### src/rtl/zmips_pkg.sv
// Shared constants and types for the ZMIPS memory arbiter.
package zmips_pkg;

    localparam int ZMIPS_XLEN = 32;

    typedef enum logic [1:0] {
        IDLE   = 2'd0,
        ACCESS = 2'd1,
        ACK    = 2'd2
    } arb_state_e;

    typedef enum logic {
        OWN_FETCH = 1'b0,
        OWN_DATA  = 1'b1
    } arb_owner_e;

endpackage

### src/rtl/zmips_mem_arb.sv
// Single-port memory arbiter between instruction fetch and data access,
// with a streak limit so a waiting fetch cannot be starved by data traffic.
module zmips_mem_arb
    import zmips_pkg::*;
#(
    parameter int WAIT_STATES = 2,
    parameter int STREAK_MAX  = 4
) (
    input  logic                  clk,
    input  logic                  rst,
    input  logic                  if_req,
    input  logic [ZMIPS_XLEN-1:0] if_addr,
    output logic                  if_ack,
    output logic [ZMIPS_XLEN-1:0] if_rdata,
    input  logic                  d_req,
    input  logic                  d_we,
    input  logic [ZMIPS_XLEN-1:0] d_addr,
    input  logic [ZMIPS_XLEN-1:0] d_wdata,
    output logic                  d_ack,
    output logic [ZMIPS_XLEN-1:0] d_rdata,
    output logic [ZMIPS_XLEN-1:0] mem_addr,
    output logic [ZMIPS_XLEN-1:0] mem_wdata,
    output logic                  mem_rd,
    output logic                  mem_wr,
    input  logic [ZMIPS_XLEN-1:0] mem_rdata
);

    localparam int CW = (WAIT_STATES > 0) ? $clog2(WAIT_STATES + 1) : 1;
    localparam int SW = (STREAK_MAX > 0) ? $clog2(STREAK_MAX + 1) : 1;
    localparam logic [CW-1:0] WAIT_LOAD  = CW'(WAIT_STATES);
    localparam logic [SW-1:0] STREAK_LIM = SW'(STREAK_MAX);

    arb_state_e            state_q, state_d;
    arb_owner_e            owner_q, owner_d;
    logic                  we_q, we_d;
    logic [CW-1:0]         cnt_q, cnt_d;
    logic [SW-1:0]         streak_q, streak_d;
    logic [ZMIPS_XLEN-1:0] addr_q, addr_d;
    logic [ZMIPS_XLEN-1:0] wdata_q, wdata_d;
    logic [ZMIPS_XLEN-1:0] if_rdata_q, if_rdata_d;
    logic [ZMIPS_XLEN-1:0] d_rdata_q, d_rdata_d;
    logic                  fetch_win_s;

    // State and datapath registers; reset aborts any access in flight.
    always_ff @(posedge clk or posedge rst) begin
        if (rst) begin
            state_q    <= IDLE;
            owner_q    <= OWN_FETCH;
            we_q       <= 1'b0;
            cnt_q      <= {CW{1'b0}};
            streak_q   <= {SW{1'b0}};
            addr_q     <= {ZMIPS_XLEN{1'b0}};
            wdata_q    <= {ZMIPS_XLEN{1'b0}};
            if_rdata_q <= {ZMIPS_XLEN{1'b0}};
            d_rdata_q  <= {ZMIPS_XLEN{1'b0}};
        end else begin
            state_q    <= state_d;
            owner_q    <= owner_d;
            we_q       <= we_d;
            cnt_q      <= cnt_d;
            streak_q   <= streak_d;
            addr_q     <= addr_d;
            wdata_q    <= wdata_d;
            if_rdata_q <= if_rdata_d;
            d_rdata_q  <= d_rdata_d;
        end
    end

    assign fetch_win_s = if_req && (!d_req || (streak_q == STREAK_LIM));

    // Next-state logic: arbitration in IDLE, wait countdown in ACCESS.
    always_comb begin
        state_d    = state_q;
        owner_d    = owner_q;
        we_d       = we_q;
        cnt_d      = cnt_q;
        streak_d   = streak_q;
        addr_d     = addr_q;
        wdata_d    = wdata_q;
        if_rdata_d = if_rdata_q;
        d_rdata_d  = d_rdata_q;
        case (state_q)
            IDLE: begin
                if (fetch_win_s) begin
                    state_d  = ACCESS;
                    owner_d  = OWN_FETCH;
                    we_d     = 1'b0;
                    addr_d   = if_addr;
                    wdata_d  = {ZMIPS_XLEN{1'b0}};
                    cnt_d    = WAIT_LOAD;
                    streak_d = {SW{1'b0}};
                end else if (d_req) begin
                    state_d = ACCESS;
                    owner_d = OWN_DATA;
                    we_d    = d_we;
                    addr_d  = d_addr;
                    wdata_d = d_wdata;
                    cnt_d   = WAIT_LOAD;
                    // Only data grants that bypass a waiting fetch count toward the streak.
                    if (if_req && (streak_q != STREAK_LIM)) begin
                        streak_d = streak_q + SW'(1);
                    end else begin
                        streak_d = streak_q;
                    end
                end else begin
                    state_d = IDLE;
                end
            end
            ACCESS: begin
                if (cnt_q != {CW{1'b0}}) begin
                    cnt_d = cnt_q - CW'(1);
                end else begin
                    state_d = ACK;
                    if (!we_q) begin
                        if (owner_q == OWN_FETCH) begin
                            if_rdata_d = mem_rdata;
                        end else begin
                            d_rdata_d = mem_rdata;
                        end
                    end else begin
                        d_rdata_d = d_rdata_q;
                    end
                end
            end
            ACK: begin
                state_d = IDLE;
            end
            default: begin
                state_d = IDLE;
            end
        endcase
    end

    assign mem_rd    = (state_q == ACCESS) && !we_q;
    assign mem_wr    = (state_q == ACCESS) && we_q;
    assign if_ack    = (state_q == ACK) && (owner_q == OWN_FETCH);
    assign d_ack     = (state_q == ACK) && (owner_q == OWN_DATA);
    assign mem_addr  = addr_q;
    assign mem_wdata = wdata_q;
    assign if_rdata  = if_rdata_q;
    assign d_rdata   = d_rdata_q;

endmodule
### config.mk
export PLATFORM = sky130hd
export DESIGN_NAME = zmips_mem_arb
export DESIGN_NICKNAME = d
export VERILOG_FILES = /design/src/rtl/zmips_pkg.sv /design/src/rtl/zmips_mem_arb.sv
export SDC_FILE = /design/constraint.sdc
export NUM_CORES = 1
export LEC_CHECK = 0
export CAP_MARGIN = 10
export CELL_PAD_IN_SITES_DETAIL_PLACEMENT = 1
export CELL_PAD_IN_SITES_GLOBAL_PLACEMENT = 2
export CORE_MARGIN = 1.5
export CORE_UTILIZATION = 30
export DETAILED_ROUTE_END_ITERATION = 16
export DONT_BUFFER_PORTS = 1
export PLACE_DENSITY_LB_ADDON = 0.1
export SYNTH_ARGS = -nofsm -noshare
export SYNTH_HDL_FRONTEND = slang
export SYNTH_SLANG_ARGS = --single-unit
### constraint.sdc
create_clock -name clk -period 5.5 [get_ports clk]
set_input_delay 1.1 -clock clk [delete_from_list [all_inputs] [get_ports clk]]
set_output_delay 1.1 -clock clk [all_outputs]
set_load 0.01 [all_outputs]
======== Word level (Yosys, flattened, before mapping) ========
Index checks and enable logic that the tools add are counted.
cells by class
  equal/unequal tests ..................... 7
  div/mod/pow operators ................... 0
  magnitude comparators ................... 0
  muxes and demuxes ....................... 19
  bitwise gates (word level) .............. 3
  add/subtract/negate cells ............... 2
  multiply operators ...................... 0
  shift operators ......................... 0
  reductions and logical operators ........ 19
operator list
  operator                                              number
  two-way mux 32 bit                                    4
  two-way mux 3 bit                                     3
  two-way mux 2 bit                                     4
  case mux 2 bit (2 select lines)                       2
  AND reduction 4 bit                                   2
  nonzero test 2 bit                                    4
  logical AND 1 bit                                     6
  two-way mux 1 bit                                     6
  != test 3 bit (second input constant)                 2
  AND reduction 3 bit                                   2
  != test 2 bit (second input constant)                 2
  adder 3 x 1 -> 3 bit (second input constant)          1
  equality test 3 bit (second input constant)           1
  NOT 1 bit                                             3
  equality test 2 x 1 -> 1 bit (second input constant)  1
  equality test 2 bit (second input constant)           1
  zero test 1 bit                                       2
  zero test 2 bit                                       1
  AND reduction 2 bit                                   1
  subtractor 2 x 1 -> 2 bit (second input constant)     1
  logical OR 1 bit                                      1
word-level totals
  RAM bits ................................ 0
  register bits after elaboration ......... 137
  memories ................................ 0
  bits of input ports ..................... 133
  bits in read-only memories .............. 0
  bits in latches ......................... 0

======== Depth between registers and ports, before layout ========
  depth in word-level cells ............... 5
  gate-level depth with buffers ........... 8
  gate-level depth less buffers ........... 5

======== Worst setup path before layout ========
Ideal clock, no wire load.
  path kind ............................... input to register
  start point ............................. input port if_req
  end point ............................... register addr_q[5], in the netlist mem_addr[5]
  required time ........................... 5.366 ns
  cell stages on the path ................. 6
  slack ................................... 3.329 ns
  setup time .............................. 0.134 ns
  arrival time ............................ 2.038 ns
  cell sequence ........................... buf_2 > or2_2 > buf_2 > buf_2 > nand3_1 > o211ai_2
on the way
  cells in the longest elaborated chain, start to end .. 3
  elaborated cells on any way between the ends .. 4
ends and longest elaborated chain
  item                           RTL line             RTL
  start: declaration             zmips_mem_arb.sv:11  input logic if_req,
  logical AND 1 bit *            zmips_mem_arb.sv:69  assign fetch_win_s = if_req && (!d_req || (streak_q == STREAK_LIM));
  nonzero test 2 bit (no line)   -
  AND reduction 2 bit (no line)  -
  end signal: assignment         zmips_mem_arb.sv:52  addr_q <= {ZMIPS_XLEN{1'b0}};
  end signal: assignment         zmips_mem_arb.sv:62  addr_q <= addr_d;
  end: declaration               zmips_mem_arb.sv:38  logic [ZMIPS_XLEN-1:0] addr_q, addr_d;
Mark *: on every way between the ends. The rest lies on a longest branch, timed or not.
A chain may end at the register's enable or synchronous reset.

======== Final worst setup path ========
  start point ............................. register state_q[1]
  end point ............................... output port if_ack
on the way
  cells in the longest elaborated chain, start to end .. 2
ends and longest elaborated chain
  item                      RTL line              RTL
  start: declaration        zmips_mem_arb.sv:33   arb_state_e state_q, state_d;
  start signal: assignment  zmips_mem_arb.sv:57   state_q <= state_d;
  equality test 2 bit       zmips_mem_arb.sv:136  assign if_ack = (state_q == ACK) && (owner_q == OWN_FETCH);
  logical AND 1 bit         zmips_mem_arb.sv:136
  end: declaration          zmips_mem_arb.sv:13   output logic if_ack,
No other way between the ends.

==> metrics.csv <==
stage,metric,value,unit
global_route,number of global-route vias before repair,4488,
run,maximum capacitance violations,0,
logic_synthesis,Mapped Area,5970,µm²
route,initial DRC count,65,
logic_synthesis,Mapped Cells,484,
worst_hold_path,Hold WC Path Type,flip-flop to flip-flop,
clock_tree,clock tree buffer depth,2,
power_and_ir_drop,pwr dens,652,nW/µm²
route,Routed Antenna Nets,0,
setup_path,critical path's top delay family,flip-flops,
power_and_ir_drop,"Power, Total",4370,µW
route,DR WL/cell,22.8,µm
setup_path,startpoint types,flip-flop,
clock_tree,CTS Buf Count,17,
die,die height,144,µm
route,residual DRC count,0,
global_route,largest net degree at the start of global routing,96,
placement,dpl cells,709,
global_route,initial antenna violation count,0,
logic_synthesis,Post-synth top flop,dfrtp_1,
placement,dpl hpwl,10700,µm
clock_tree,CTS tree,yes,
setup_path,R2R depth,6,
logic_synthesis,Syn Nets,620,
logic_synthesis,mean area per synthesized cell,12.3,µm²
setup_path,"Worst Path Class, Setup",flip-flop to primary output,
clock_tree,CTS H-Tree Depth,4,
sta,min cycle time layout,2.61,ns
power_and_ir_drop,LEAKAGE,0.00264,µW
die,Top Ports,265,
sta,Fin Setup TNS,0,ns
setup_path,Setup crit end kind,primary output,
sta,max frequency,384,MHz
die,die area,20800,µm²
logic_synthesis,synthesis-stage register bit count,137,
global_route,first-pass GRT wire length,25500,µm
route,First-pass DRT Iterations,4,
sta,period utilization,47.4,%
setup_path,CP max FO,10,
setup_path,crit path cell chain,nor3b_1,
logic_synthesis,Yosys top cell by area,dfrtp_1,
clock_tree,Post-CTS Resized,0,
clock_tree,# hold bufs at CTS,0,
placement,I/O Buffers,0,
layout,layout cell share with drive strength beyond 1,23.6,%
layout,FILL cells,2106,
sta,final hold violation count,0,
sta,clock skew,0.0119,ns
logic_synthesis,Post-synth EDFFs,0,
route,DR vias/cell,5.41,
placement,RePlAce Congestion,0.731,
logic_synthesis,most numerous cell in the Yosys netlist,dfrtp_1,
die,# rows,51,
die,core footprint,19500,µm²
clock_tree,TritonCTS Sinks,137,
global_route,GRT Total Usage,16.3,%
worst_hold_path,Hold Path Stages,1,
power_and_ir_drop,Max VDD drop,0.215,mV
global_route,grt ovf,0,
logic_synthesis,Synth top area share,57.4,%
sta,RSZ-0062 raised after global routing,no,
layout,"Cell Count, Final, Fillers Out",740,
setup_path,CP max stage cell,dfrtp_1,
route,via count,4006,
setup_path,critical path required time,4.40,ns
logic_synthesis,synthesis warning total,0,
sta,max-slew violation count,0,
logic_synthesis,Post-synth ARST share,100,%
clock_tree,CTS root buffer,clkbuf_16,
sta,max_slew headroom,39.3,%
route,drt total wl,16900,µm
die,Initial Util,30.6,%
layout,ant diodes,0,
layout,area added between synthesis and finish,12.1,%
logic_synthesis,Synth area leaders,"dfrtp_1 (57%), mux2_2 (10%), nand3_1 (5.4%)",
clock_tree,worst skew pair latency,0.42,ns
logic_synthesis,post-synthesis sequential area ratio,57.4,%
sta,final setup violation count,0,
logic_synthesis,"top cells by count, synth","dfrtp_1 (137), nand3_1 (65), mux2_2 (54)",
logic_synthesis,count of cell types in the netlist,35,
clock_tree,clock-pin transition on the worst setup and hold timing paths,0.06,ns
sta,Worst Tran Pin Value,0.910,ns
clock_tree,Post-CTS Repair Setup Buffers,0,
setup_path,"Largest stage delay, worst path",0.57,ns
layout,nets,599,
run_status,outcome,"complete, no violations",
setup_path,Worst path depth,1,
setup_path,worst path bufs/invs,0,
die,Die Wd,144,µm
setup_path,"Arr. time, crit path",1.51,ns
## worst register-to-register path: stages, from the launching register on
cell and delay, ns:
dfrtp_1 0.38, inv_1 0.09, ha_1 0.18, a21bo_1 0.12
buf_4 0.35, and2_4 0.74, o211ai_1 0.25
## state kept, by name (all words and copies together) (netlist names)
| register | cells |
|---|---|
| streak_q | 3 |
| mem_wdata | 32 |
| cnt_q | 2 |
| mem_addr | 32 |
| owner_q | 1 |
| state_q | 2 |
| d_rdata | 32 |
| we_q | 1 |
| if_rdata | 32 |
## per-layer routing
layer	global-route usage, %	share of wire (%)	vias up
li1	-	-	1776
met1	18.8	39	2028
met2	26.3	48	185
met3	7.19	12	17
met4	6.66	1.6	0
met5	0	0	-
## layout by cell type, fill, tap and decap left out, types with 3 or more instances in the layout
| cell | n |
|---|---|
| buf_4 | 10 |
| bufinv_16 | 3 |
| clkbuf_16 | 17 |
| clkinv_2 | 3 |
| clkinvlp_4 | 4 |
| dfrtp_1 | 137 |
| ha_1 | 3 |
| inv_1 | 5 |
| inv_6 | 4 |
| mux2_1 | 11 |
| mux2_2 | 54 |
| nand3_1 | 65 |
| nand4_1 | 33 |
| o211ai_1 | 26 |
| o211ai_2 | 6 |
| o21ai_0 | 35 |
| o2bb2ai_1 | 33 |
## stage by stage
stage               area, µm²  hold slack [ns]  utilization (%)  setup slack (ns)
detailed placement       6100            0.475             31.2              2.67
floorplan                5970            0.451                -             0.732
finish                   6700            0.477             34.3              2.89
global placement         6100            0.460             31.2              2.75
CTS                      6700            0.482             34.3              2.83
global route             6700            0.518             34.3              2.78
## cell type report
type | count | area [µm²] | share of cell area, %
flip-flops and latches | 137 | 3430 | 51.2
multi-input cells | 291 | 2240 | 33.4
clock buffers | 17 | 425 | 6.35
well taps | 265 | 332 | 4.95
clock inverters | 14 | 170 | 2.54
repair buffers | 10 | 75.1 | 1.12
inverters | 6 | 27.5 | 0.411
## where the power goes
| part | internal, µW | switching, µW |
|---|---|---|
| logic | 501 | 581 |
| registers | 1510 | 609 |
| clock network | 713 | 458 |
| total | 2720 | 1650 |
## logic make-up (layout without fill, tap and decap cells)
kind of cell / after synthesis / after routing / synth area share (%)
buffers and inverters: 56 / 47 / 5.21
multiplexers: 66 / 66 / 12.4
AO/OA/AOI/OAI: 105 / 105 / 13.0
adder cells (fa/ha/maj): 3 / 3 / 0.628
flip-flops: 137 / 137 / 57.4
AND/OR/NAND/NOR: 117 / 117 / 11.4
## final timing paths
kind                                     end  slack [ns]   startpoint
min in group asynchronous       if_rdata[29]        0.72          rst
worst min-delay path                cnt_q[0]        0.48     cnt_q[0]
worst max-delay path                  if_ack        2.89   state_q[1]
worst max register to register  mem_addr[20]        3.23  streak_q[0]
worst min register to register      cnt_q[0]        0.48     cnt_q[0]
max in group asynchronous       if_rdata[31]        3.63          rst
Note: power is estimated with default switching activity, not from simulation.
